===== src/rtl/three_phase_spwm.sv =====
// Three-phase sine PWM: one shared triangle carrier, per-phase compare and dead-time gate drive.
// Latency: carrier -> raw PWM 1 cycle; raw PWM -> gate 1 cycle, plus DEAD cycles on each turn-on.
// Backpressure: none; free-running, modulating samples are sampled only at the carrier valley.
module three_phase_spwm #(
    parameter int CW   = 10,
    parameter int DEAD = 8
) (
    input  logic        clk,
    input  logic        rst_n,
    input  logic        en,
    input  logic [15:0] mod_a,
    input  logic [15:0] mod_b,
    input  logic [15:0] mod_c,
    output logic [2:0]  gh,
    output logic [2:0]  gl,
    output logic        sync
);

    localparam logic [CW-1:0] CMAX     = {CW{1'b1}};
    localparam logic [CW-1:0] CONE     = {{(CW-1){1'b0}}, 1'b1};
    localparam logic [7:0]    DEAD_CNT = 8'(DEAD);

    // Dead-time FSM encoding
    localparam logic [1:0] LOW_ON    = 2'd0;
    localparam logic [1:0] DEAD_TO_H = 2'd1;
    localparam logic [1:0] HIGH_ON   = 2'd2;
    localparam logic [1:0] DEAD_TO_L = 2'd3;

    // Carrier state. 'run' is low in the first enabled cycle so the valley
    // (and its sync pulse) is held for exactly one cycle after enable.
    logic [CW-1:0] carrier;
    logic          dir_up;
    logic          run;
    logic          sync_nxt;

    // Duty path
    logic [CW-1:0] mod_top  [3];
    logic [CW-1:0] duty     [3];
    logic [CW-1:0] duty_new [3];
    logic [2:0]    raw;

    // Dead-time FSMs
    logic [1:0]    st      [3];
    logic [1:0]    st_nxt  [3];
    logic [7:0]    cnt     [3];
    logic [7:0]    cnt_nxt [3];
    logic [2:0]    gh_nxt;
    logic [2:0]    gl_nxt;

    // Only the top CW bits of each sample set the duty; the rest are below resolution.
    logic unused_mod_lsbs;
    assign unused_mod_lsbs = ^{mod_a[15-CW:0], mod_b[15-CW:0], mod_c[15-CW:0]};

    assign mod_top[0] = mod_a[15 -: CW];
    assign mod_top[1] = mod_b[15 -: CW];
    assign mod_top[2] = mod_c[15 -: CW];

    // Sync is registered: it fires in the cycle whose carrier value is the valley.
    always_comb begin
        sync_nxt = 1'b0;
        if (en) begin
            if (!run) begin
                sync_nxt = 1'b1;
            end else if (!dir_up && carrier == CONE) begin
                sync_nxt = 1'b1;
            end
        end
    end

    // Up/down carrier: 0 -> CMAX -> 0, each extreme visited for a single cycle.
    always_ff @(posedge clk or negedge rst_n) begin
        if (!rst_n) begin
            carrier <= '0;
            dir_up  <= 1'b1;
            run     <= 1'b0;
            sync    <= 1'b0;
        end else begin
            sync <= sync_nxt;
            if (!en) begin
                carrier <= '0;
                dir_up  <= 1'b1;
                run     <= 1'b0;
            end else if (!run) begin
                run <= 1'b1;
            end else if (dir_up) begin
                carrier <= carrier + CONE;
                if (carrier == CMAX - CONE) begin
                    dir_up <= 1'b0;
                end
            end else begin
                carrier <= carrier - CONE;
                if (carrier == CONE) begin
                    dir_up <= 1'b1;
                end
            end
        end
    end

    // In the valley cycle the comparison already uses the freshly loaded duty.
    always_comb begin
        for (int i = 0; i < 3; i++) begin
            duty_new[i] = sync ? mod_top[i] : duty[i];
        end
    end

    // Shadow duties load only at the valley; raw PWM is the registered compare.
    always_ff @(posedge clk or negedge rst_n) begin
        if (!rst_n) begin
            for (int i = 0; i < 3; i++) begin
                duty[i] <= '0;
            end
            raw <= '0;
        end else begin
            for (int i = 0; i < 3; i++) begin
                if (sync) begin
                    duty[i] <= mod_top[i];
                end
                raw[i] <= en && run && (duty_new[i] > carrier);
            end
        end
    end

    // Dead-time next state. The counter is loaded with DEAD on entry to a dead
    // state and the switch turns on as it decrements to zero, so both gates are
    // off for exactly DEAD cycles. A count already at zero (after reset or
    // disable) lets the first raw level take effect immediately.
    always_comb begin
        for (int i = 0; i < 3; i++) begin
            st_nxt[i]  = st[i];
            cnt_nxt[i] = cnt[i];
            if (!en) begin
                st_nxt[i]  = DEAD_TO_L;
                cnt_nxt[i] = '0;
            end else begin
                case (st[i])
                    LOW_ON: begin
                        if (raw[i]) begin
                            st_nxt[i]  = DEAD_TO_H;
                            cnt_nxt[i] = DEAD_CNT;
                        end
                    end
                    DEAD_TO_H: begin
                        if (!raw[i]) begin
                            st_nxt[i]  = LOW_ON;
                            cnt_nxt[i] = '0;
                        end else if (cnt[i] <= 8'd1) begin
                            st_nxt[i]  = HIGH_ON;
                            cnt_nxt[i] = '0;
                        end else begin
                            cnt_nxt[i] = cnt[i] - 8'd1;
                        end
                    end
                    HIGH_ON: begin
                        if (!raw[i]) begin
                            st_nxt[i]  = DEAD_TO_L;
                            cnt_nxt[i] = DEAD_CNT;
                        end
                    end
                    default: begin
                        if (raw[i]) begin
                            st_nxt[i]  = HIGH_ON;
                            cnt_nxt[i] = '0;
                        end else if (cnt[i] <= 8'd1) begin
                            st_nxt[i]  = LOW_ON;
                            cnt_nxt[i] = '0;
                        end else begin
                            cnt_nxt[i] = cnt[i] - 8'd1;
                        end
                    end
                endcase
            end
        end
    end

    // Gate drives decoded from the single next state, so gh and gl of one phase can never overlap.
    always_comb begin
        gh_nxt = '0;
        gl_nxt = '0;
        for (int i = 0; i < 3; i++) begin
            gh_nxt[i] = (st_nxt[i] == HIGH_ON);
            gl_nxt[i] = (st_nxt[i] == LOW_ON);
        end
    end

    // FSM state, dead counters and gate registers.
    always_ff @(posedge clk or negedge rst_n) begin
        if (!rst_n) begin
            for (int i = 0; i < 3; i++) begin
                st[i]  <= DEAD_TO_L;
                cnt[i] <= '0;
            end
            gh <= '0;
            gl <= '0;
        end else begin
            for (int i = 0; i < 3; i++) begin
                st[i]  <= st_nxt[i];
                cnt[i] <= cnt_nxt[i];
            end
            gh <= gh_nxt;
            gl <= gl_nxt;
        end
    end

endmodule


===== config.mk =====
export PLATFORM = sky130hd
export DESIGN_NAME = three_phase_spwm
export DESIGN_NICKNAME = d
export VERILOG_FILES = /design/src/rtl/three_phase_spwm.sv
export SDC_FILE = /design/constraint.sdc
export NUM_CORES = 1
export LEC_CHECK = 0
export CAP_MARGIN = 20
export CORE_AREA = 4 4 104 106
export DETAILED_ROUTE_END_ITERATION = 6
export DIE_AREA = 0 0 108 110
export PLACE_DENSITY_LB_ADDON = 0.25
export SYNTH_ARGS = -nofsm -noshare
export SYNTH_HDL_FRONTEND = slang
export SYNTH_SLANG_ARGS = --single-unit

===== constraint.sdc =====
create_clock -name clk -period 2.7 [get_ports clk]
set_input_delay 0.54 -clock clk [delete_from_list [all_inputs] [get_ports clk]]
set_output_delay 0.54 -clock clk [all_outputs]
set_load 0.01 [all_outputs]

* After elaboration in Yosys (flattened, before gate mapping)
Index checks and enable logic that the tools add are counted.
** Word-level totals
- Register bits :: 82
- Output and inout bits :: 7
- Bits of input ports :: 51
- Word-level logic and storage cells :: 120
** Operators by class
- $lt $le $gt $ge :: 6
- Add/sub/neg operators :: 5
- Equality and inequality tests :: 18
- Reduce and logical (&&, ||, !) cells :: 15
- Muxes and demuxes :: 60
** Operators by type and width (count)
- $mux W8 :: 18
- $pmux W8 S3 :: 3
- $mux W10 :: 6
- $mux W2 :: 21
- $gt A10 B10 Y1 :: 3
- $le A8 B1 Y1 const B :: 3
- $sub A8 B1 Y8 const B :: 3
- $ne A3 B3 Y1 const B :: 6
- $pmux W2 S3 :: 3
- $eq A2 B2 Y1 const B :: 6
- $logic_not A2 Y1 :: 6
- $add A10 B1 Y10 const B :: 1
- $eq A10 B1 Y1 const B :: 1
- $eq A10 B10 Y1 const B :: 1
- $sub A10 B1 Y10 const B :: 1
- $mux W1 :: 9
- $eq A2 B1 Y1 const B :: 3
- $reduce_and A2 Y1 :: 3
- $logic_and A1 B1 Y1 :: 5
- $ne A2 B1 Y1 const B :: 1
- $logic_not A1 Y1 :: 1

* Logic depth before layout (Yosys ltp)
Gate-level depths: netlist of run 1.
- Depth after elaboration :: 6
- Depth in mapped cells :: 7
- Depth with buffers taken out :: 6

* Worst setup path before layout of run 1
No wires, ideal clock.
- Path type :: register to register
- From :: register sync
- To :: register raw[1]
- Data required time :: 2.568 ns
- Cell stages (with the launch flop) :: 8
- Arrival time :: 2.267 ns
- Clock period less this slack :: 2.399 ns
- Slack :: 0.301 ns
- Cell sequence :: dfrtp_1 -> clkbuf_1 -> mux2_2 -> ha_1 -> a21o_1 -> a221o_1 -> a221oi_1 -> a311oi_1
** RTL lines
- from (decl) :: line 16 : output logic sync
- from (signal assigned) :: line 78 : sync <= sync_nxt;
- to (signal, indexed assignment) :: line 118 : raw[i] <= en && run && (duty_new[i] > carrier);
- to (decl) :: line 40 : logic [2:0] raw;

==> metrics.csv, run 1 <==
stage;metric;value;unit
outcome;status;complete, no violations;
sta;fin worst setup slack;0.326;ns
placement;worst slack at placement;0.0858;ns
pwr;sw frac;36.2;%
sta;Final Cycle Share;87.9;%
clocking;Post-CTS Resized;0;
clocking;Worst-Skew Late Latency;0.34;ns
final_layout;register area;2060;um2
sta;Slew HR;52.5;%
clocking;root buf cell;clkbuf_8;
final_layout;area of the multi-input gates;2280;um2
floorplan;IO Count;58;
pwr;switching pwr;0.00150;W
synth;Yosys reg bits;82;
synth;most frequent cell after synthesis;dfrtp_1;
critical_path;crit path capture type;register;
synth;post-synthesis net count;517;
sta;Hold Worst Slack;0.146;ns
synth;Cells after Synth;426;
synth;Seq/Total Area, Yosys;45.6;%
pwr;Tot Pwr;0.00416;W
pwr;Seq pwr share;42.4;%
sta;Setup-failing EPs final;0;
routing;vias per cell;5.54;
floorplan;DIE AREA;11900;um2
sta;Post-Route Setup TNS;0;ns
clocking;CTS tree;done;
critical_path;Worst Path Arrival;2.60;ns
routing;First DRT Iteration DRCs;156;
floorplan;placement row count;36;
sta;number of slew-limit violations in the final report;0;
synth;Unique masters post-synth;55;
sta;Hold Vio Cnt, Final;0;
synth;leading area contributor after synthesis;dfrtp_1;
grt;grt ovf;0;
synth;Avg Cell Area, Syn;10.6;um2
sta;worst-margin pin slew;0.709;ns
routing;via count;3362;
clocking;clock edge transition at the registers on the reported setup and hold paths;0.09;ns
sta;RSZ-0062 raised after global routing;no;
clocking;Max Root-Sink Buffers;2;
grt;first-pass GRT wire length;15.5;mm
clocking;hold_buf cts;0;
synth;dominant synthesized flop cell;dfrtp_1;
grt;antenna violations before repair;0;
critical_path;CP Max Fanout;31;
floorplan;Starting Density;46.2;%
final_layout;layout cells sized above 1;14.1;%
pwr;Comb power frac;36.6;%
pwr;Peak supply drop;0.000322;V
grt;largest net degree at the start of global routing;46;
placement;IO Port Bufs;39;
clocking;Setup Fix Bufs, Post-CTS;0;
clocking;H-tree Lvls;3;
routing;Routed Antenna Nets;0;
synth;Yosys warning total;0;
sta;f_max;0.421;GHz
final_layout;Final Net Count;560;
floorplan;Die Wd;108;um
synth;Synth Cell Area;4510;um2
min_path;hold crit path type;primary input to async pin;
pwr;Power Density;786;nW/um2
pwr;clock network power share;21.1;%
final_layout;fillers;851;
critical_path;Critical Path RT;2.92;ns
synth;Synth area leaders;dfrtp_1, ha_1, mux2_2, dfstp_2, inv_1;
synth;Async S/R FF share, synth;100;%
sta;final worst path period need;2.37;ns
placement;half-perimeter wire length after placement;6.81;mm
run;MaxCap Viol Count;0;
synth;post-synth top area share;41.6;%
grt;GRT Util Overall;16.4;%
routing;drt pass-1 iters;4;
routing;Post-route DRC;0;
final_layout;P&R area growth vs syn;17.2;%
critical_path;Startpoint Class;register;
final_layout;ant diodes;0;
sta;worst clock skew;0.0133;ns
routing;DR WL/cell;15.0;um
pwr;Pint;0.00265;W
critical_path;Setup CP Type;register to register;
placement;placer congestion estimate;0.863;
synth;Synth top cells by count;dfrtp_1, ha_1, inv_1;
synth;Post-synth EDFFs;0;
pwr;Lkg Pwr;2.29;nW
clocking;Sink Count;82;
grt;number of global-route vias before repair;3275;
floorplan;core area;9770;um2
routing;Post-Route WL;9.12;mm
floorplan;Die Y-Extent;110;um
clocking;Num CTS Buffers;9;
[registers in the layout (all words and copies together) (netlist names)]
| name | flops |
|---|---|
| duty | 30 |
| cnt | 24 |
| carrier | 10 |
| st | 6 |
| gh | 3 |
| gl | 3 |
| raw | 3 |
| dir_up | 1 |
| run | 1 |
| sync | 1 |
[layout by cell type (no fill, tap or decap), types with 3 or more instances in the layout]
master,count
xor2_1,6
nand2_1,22
a21oi_1,16
buf_4,6
mux2_2,27
o31ai_1,4
clkdlybuf4s50_1,38
o22ai_1,3
nand3b_1,5
xnor2_1,9
o211a_1,3
o21ai_0,22
clkbuf_8,9
nor2_1,19
o211ai_1,4
nor4_1,3
nand4_1,6
or4_1,6
dfstp_2,7
and3_1,6
inv_1,31
mux2i_1,6
ha_1,40
and4_1,7
nor3_1,11
or3_1,4
dfrtp_1,75
a21o_1,7
a31oi_1,17
nand3_1,9
[power groups by stage]
stage / Clock (W) / Sequential (W) / Combinational (W)
2_1_floorplan: 0 / 0.00173 / 0.00112
3_3_place_gp: 0 / 0.00177 / 0.00146
3_5_place_dp: 0 / 0.00178 / 0.00152
4_1_cts: 0.000902 / 0.00176 / 0.00153
5_1_grt: 0.000958 / 0.00180 / 0.00174
6_report: 0.000876 / 0.00176 / 0.00152
[critical path, cell delays in order (launching register included)]
cell	delay (ns)
dfrtp_1	0.38
buf_12	0.21
mux2_2	0.37
ha_1	0.29
a21o_1	0.18
a221o_1	0.34
a221oi_1	0.38
a311oi_1	0.09
[path summary, 6_finish.rpt]
| check | cells after the start | startpoint | endpoint | slack [ns] |
|---|---|---|---|---|
| max | 7 | sync | raw[2] | 0.33 |
| min in group clk | 1 | cnt[6] | cnt[6] | 0.49 |
| max reg2reg | 7 | sync | raw[2] | 0.33 |
| max in group asynchronous | 2 | rst_n | dir_up | 1.90 |
| min | 1 | rst_n | cnt[22] | 0.15 |
| min reg2reg | 1 | cnt[6] | cnt[6] | 0.49 |
[logic make-up (layout without fill, tap and decap cells)]
kind of cell,after synthesis,after routing,share of synthesized area (%)
AND/OR/NAND/NOR,113,113,14.2
AO/OA/AOI/OAI,98,98,14.4
flip-flops,82,82,45.6
buffers and inverters,45,93,3.74
adder cells (fa/ha/maj),40,40,11.1
multiplexers,33,33,8.07
XOR/XNOR,15,15,2.91
[metal layers]
layer | vias to the layer above | global-route usage (%) | wire [um]
li1 | 1663 | - | -
met1 | 1626 | 21.8 | 4370
met2 | 65 | 27.3 | 4340
met3 | 8 | 2.91 | 296
met4 | 0 | 5.41 | 117
met5 | - | 0 | 0
[final cells by class]
cell class / count / share of cell area, %
clock buffers: 10 / 2.41
clock inverters: 6 / 1.28
inverters: 31 / 2.20
multi-input cells: 299 / 43.2
flip-flops and latches: 82 / 39.0
well taps: 133 / 3.15
repair buffers: 46 / 8.80
[through the flow]
stage / instances / cell area [um2] / utilization (%)
after floorplan: 426 / 4510 / -
after global placement: 591 / 5090 / 52.1
after detailed placement: 591 / 5090 / 52.1
after CTS: 607 / 5290 / 54.1
after global routing: 607 / 5290 / 54.1
final: 607 / 5290 / 54.1
(Power assumes the default switching activity.)
==> run 2: changes to the inputs <==
--- a/config.mk
+++ b/config.mk
@@ -10,6 +10,8 @@
 export DETAILED_ROUTE_END_ITERATION = 6
 export DIE_AREA = 0 0 108 110
 export PLACE_DENSITY_LB_ADDON = 0.25
+export RECOVER_POWER = 25
+export REMOVE_ABC_BUFFERS = 1
 export SYNTH_ARGS = -nofsm -noshare
 export SYNTH_HDL_FRONTEND = slang
 export SYNTH_SLANG_ARGS = --single-unit
==> metrics.csv, run 2 (synthesis gave the netlist of run 1 again) <==
stage;metric;value;unit
outcome;status;complete, no violations;
final_layout;leading cell type in the layout, fill and taps excluded;dfrtp_1;
pwr;Power Density;816;nW/um2
final_layout;area of the multi-input gates;2280;um2
critical_path;worst path bufs/invs;1;
routing;vias per cell;5.60;
sta;worst-margin pin slew;1.07;ns
floorplan;Starting Density;46.2;%
critical_path;CP delay by family, top;compound AO/OA/AOI/OAI gates;
placement;IO Port Bufs;39;
final_layout;most frequent cells in the layout;dfrtp_1, ha_1, clkdlybuf4s50_1;
final_layout;P&R area growth vs syn;18.0;%
sta;Final Cycle Share;86.9;%
final_layout;Final Instance Count excl. Fillers;609;
sta;f_max;0.426;GHz
final_layout;register area;2060;um2
sta;RSZ-0062 raised after global routing;no;
min_path;hold crit path type;primary input to async pin;
grt;GRT Util Overall;16.9;%
final_layout;Final Net Count;562;
routing;First DRT Iteration DRCs;196;
final_layout;Largest register FFs;30;
routing;via count;3409;
clocking;Worst-Skew Late Latency;0.35;ns
sta;Setup-failing EPs final;0;
clocking;Sink Count;82;
run;MaxCap Viol Count;0;
clocking;H-tree Lvls;3;
floorplan;Die Wd;108;um
clocking;hold_buf cts;0;
floorplan;IO Count;58;
sta;number of slew-limit violations in the final report;0;
critical_path;Setup CP Type;register to register;
critical_path;Critical Path RT;2.92;ns
floorplan;core area;9770;um2
pwr;Peak supply drop;0.000449;V
placement;placed cell count;593;
critical_path;slowest cell delay on critical path;0.38;ns
clocking;CTS tree;done;
clocking;Setup Fix Bufs, Post-CTS;0;
routing;DR WL/cell;15.6;um
grt;grt ovf;0;
critical_path;crit path capture type;register;
pwr;Lkg Pwr;2.32;nW
routing;Post-Route WL;9.49;mm
critical_path;CP Max Fanout;16;
clocking;root buf cell;clkbuf_8;
final_layout;ant diodes;0;
routing;drt pass-1 iters;4;
clocking;Post-CTS Resized;0;
final_layout;layout cells sized above 1;14.3;%
grt;largest net degree at the start of global routing;43;
placement;placer congestion estimate;0.862;
sta;final worst path period need;2.35;ns
placement;half-perimeter wire length after placement;7.12;mm
critical_path;Startpoint Class;register;
critical_path;CP Cell Sequence;buf_4, mux2_2, ha_1, a21o_1, a221o_1, a221oi_1, a311oi_1;
placement;dpl cell area;5100;um2
sta;Post-Route Setup TNS;0;ns
grt;antenna violations before repair;0;
final_layout;Final Cell Area;5330;um2
critical_path;Crit-path slowest cell;mux2_2;
sta;Hold Vio Cnt, Final;0;
sta;Slew HR;28.9;%
final_layout;largest registers;duty (30), cnt (24), carrier (10);
critical_path;Worst Path Arrival;2.56;ns
routing;Post-route DRC;0;
grt;number of global-route vias before repair;3378;
floorplan;DIE AREA;11900;um2
routing;Routed Antenna Nets;0;
grt;first-pass GRT wire length;16.0;mm
final_layout;Largest Register;duty;
final_layout;fillers;869;
floorplan;Die Y-Extent;110;um
clocking;Max Root-Sink Buffers;2;
clocking;Num CTS Buffers;9;
floorplan;placement row count;36;
sta;worst clock skew;0.0136;ns
clocking;clock edge transition at the registers on the reported setup and hold paths;0.09;ns
run 2: worst register-to-register path, cell delays in order (launching register included):
cell and delay [ns]:
dfrtp_1 0.36, buf_4 0.26, mux2_2 0.39, ha_1 0.29, a21o_1 0.18, a221o_1 0.34
a221oi_1 0.30, a311oi_1 0.10
run 2: metrics by stage:
step	setup WS [ns]	util [%]	hold WS, ns	power (W)
after floorplan	0.0517	-	0.244	0.00283
after global placement	0.182	52.1	0.474	0.00323
after detailed placement	0.141	52.1	0.478	0.00332
after CTS	0.358	54.5	0.173	0.00438
after global routing	0.234	54.5	0.448	0.00467
final	0.354	54.5	0.369	0.00435
run 2: metal layers:
| metal | wire length (um) | vias to the layer above | global-route usage (%) |
|---|---|---|---|
| li1 | - | 1666 | - |
| met1 | 4500 | 1681 | 22.7 |
| met2 | 4570 | 51 | 27.6 |
| met3 | 313 | 11 | 4.02 |
| met4 | 104 | 0 | 4.33 |
| met5 | 0 | - | 0 |
run 2: power by group:
group,switching (W),leakage (nW),internal [W]
sequential,0.000237,1.03,0.00152
clock,0.000434,0.114,0.000614
combinational,0.000836,1.18,0.000704
total,0.00151,2.32,0.00284
run 2: cell type report:
cell class	instances	area share, %
multi-input combinational	299	42.9
timing repair buffer	48	8.74
sequential	82	38.7
clock buffer	11	2.47
tap	133	3.12
inverter	31	2.18
clock inverter	5	1.93
run 2: path summary, 6_finish.rpt:
path	cells past startpoint	slack, ns	startpoint	to
min in group clk	1	0.49	cnt[15]	cnt[15]
worst min register to register	1	0.49	cnt[15]	cnt[15]
worst min-delay path	1	0.37	rst_n	cnt[5]
worst max-delay path	7	0.35	sync	raw[2]
worst max register to register	7	0.35	sync	raw[2]
max in group asynchronous	2	1.51	rst_n	dir_up
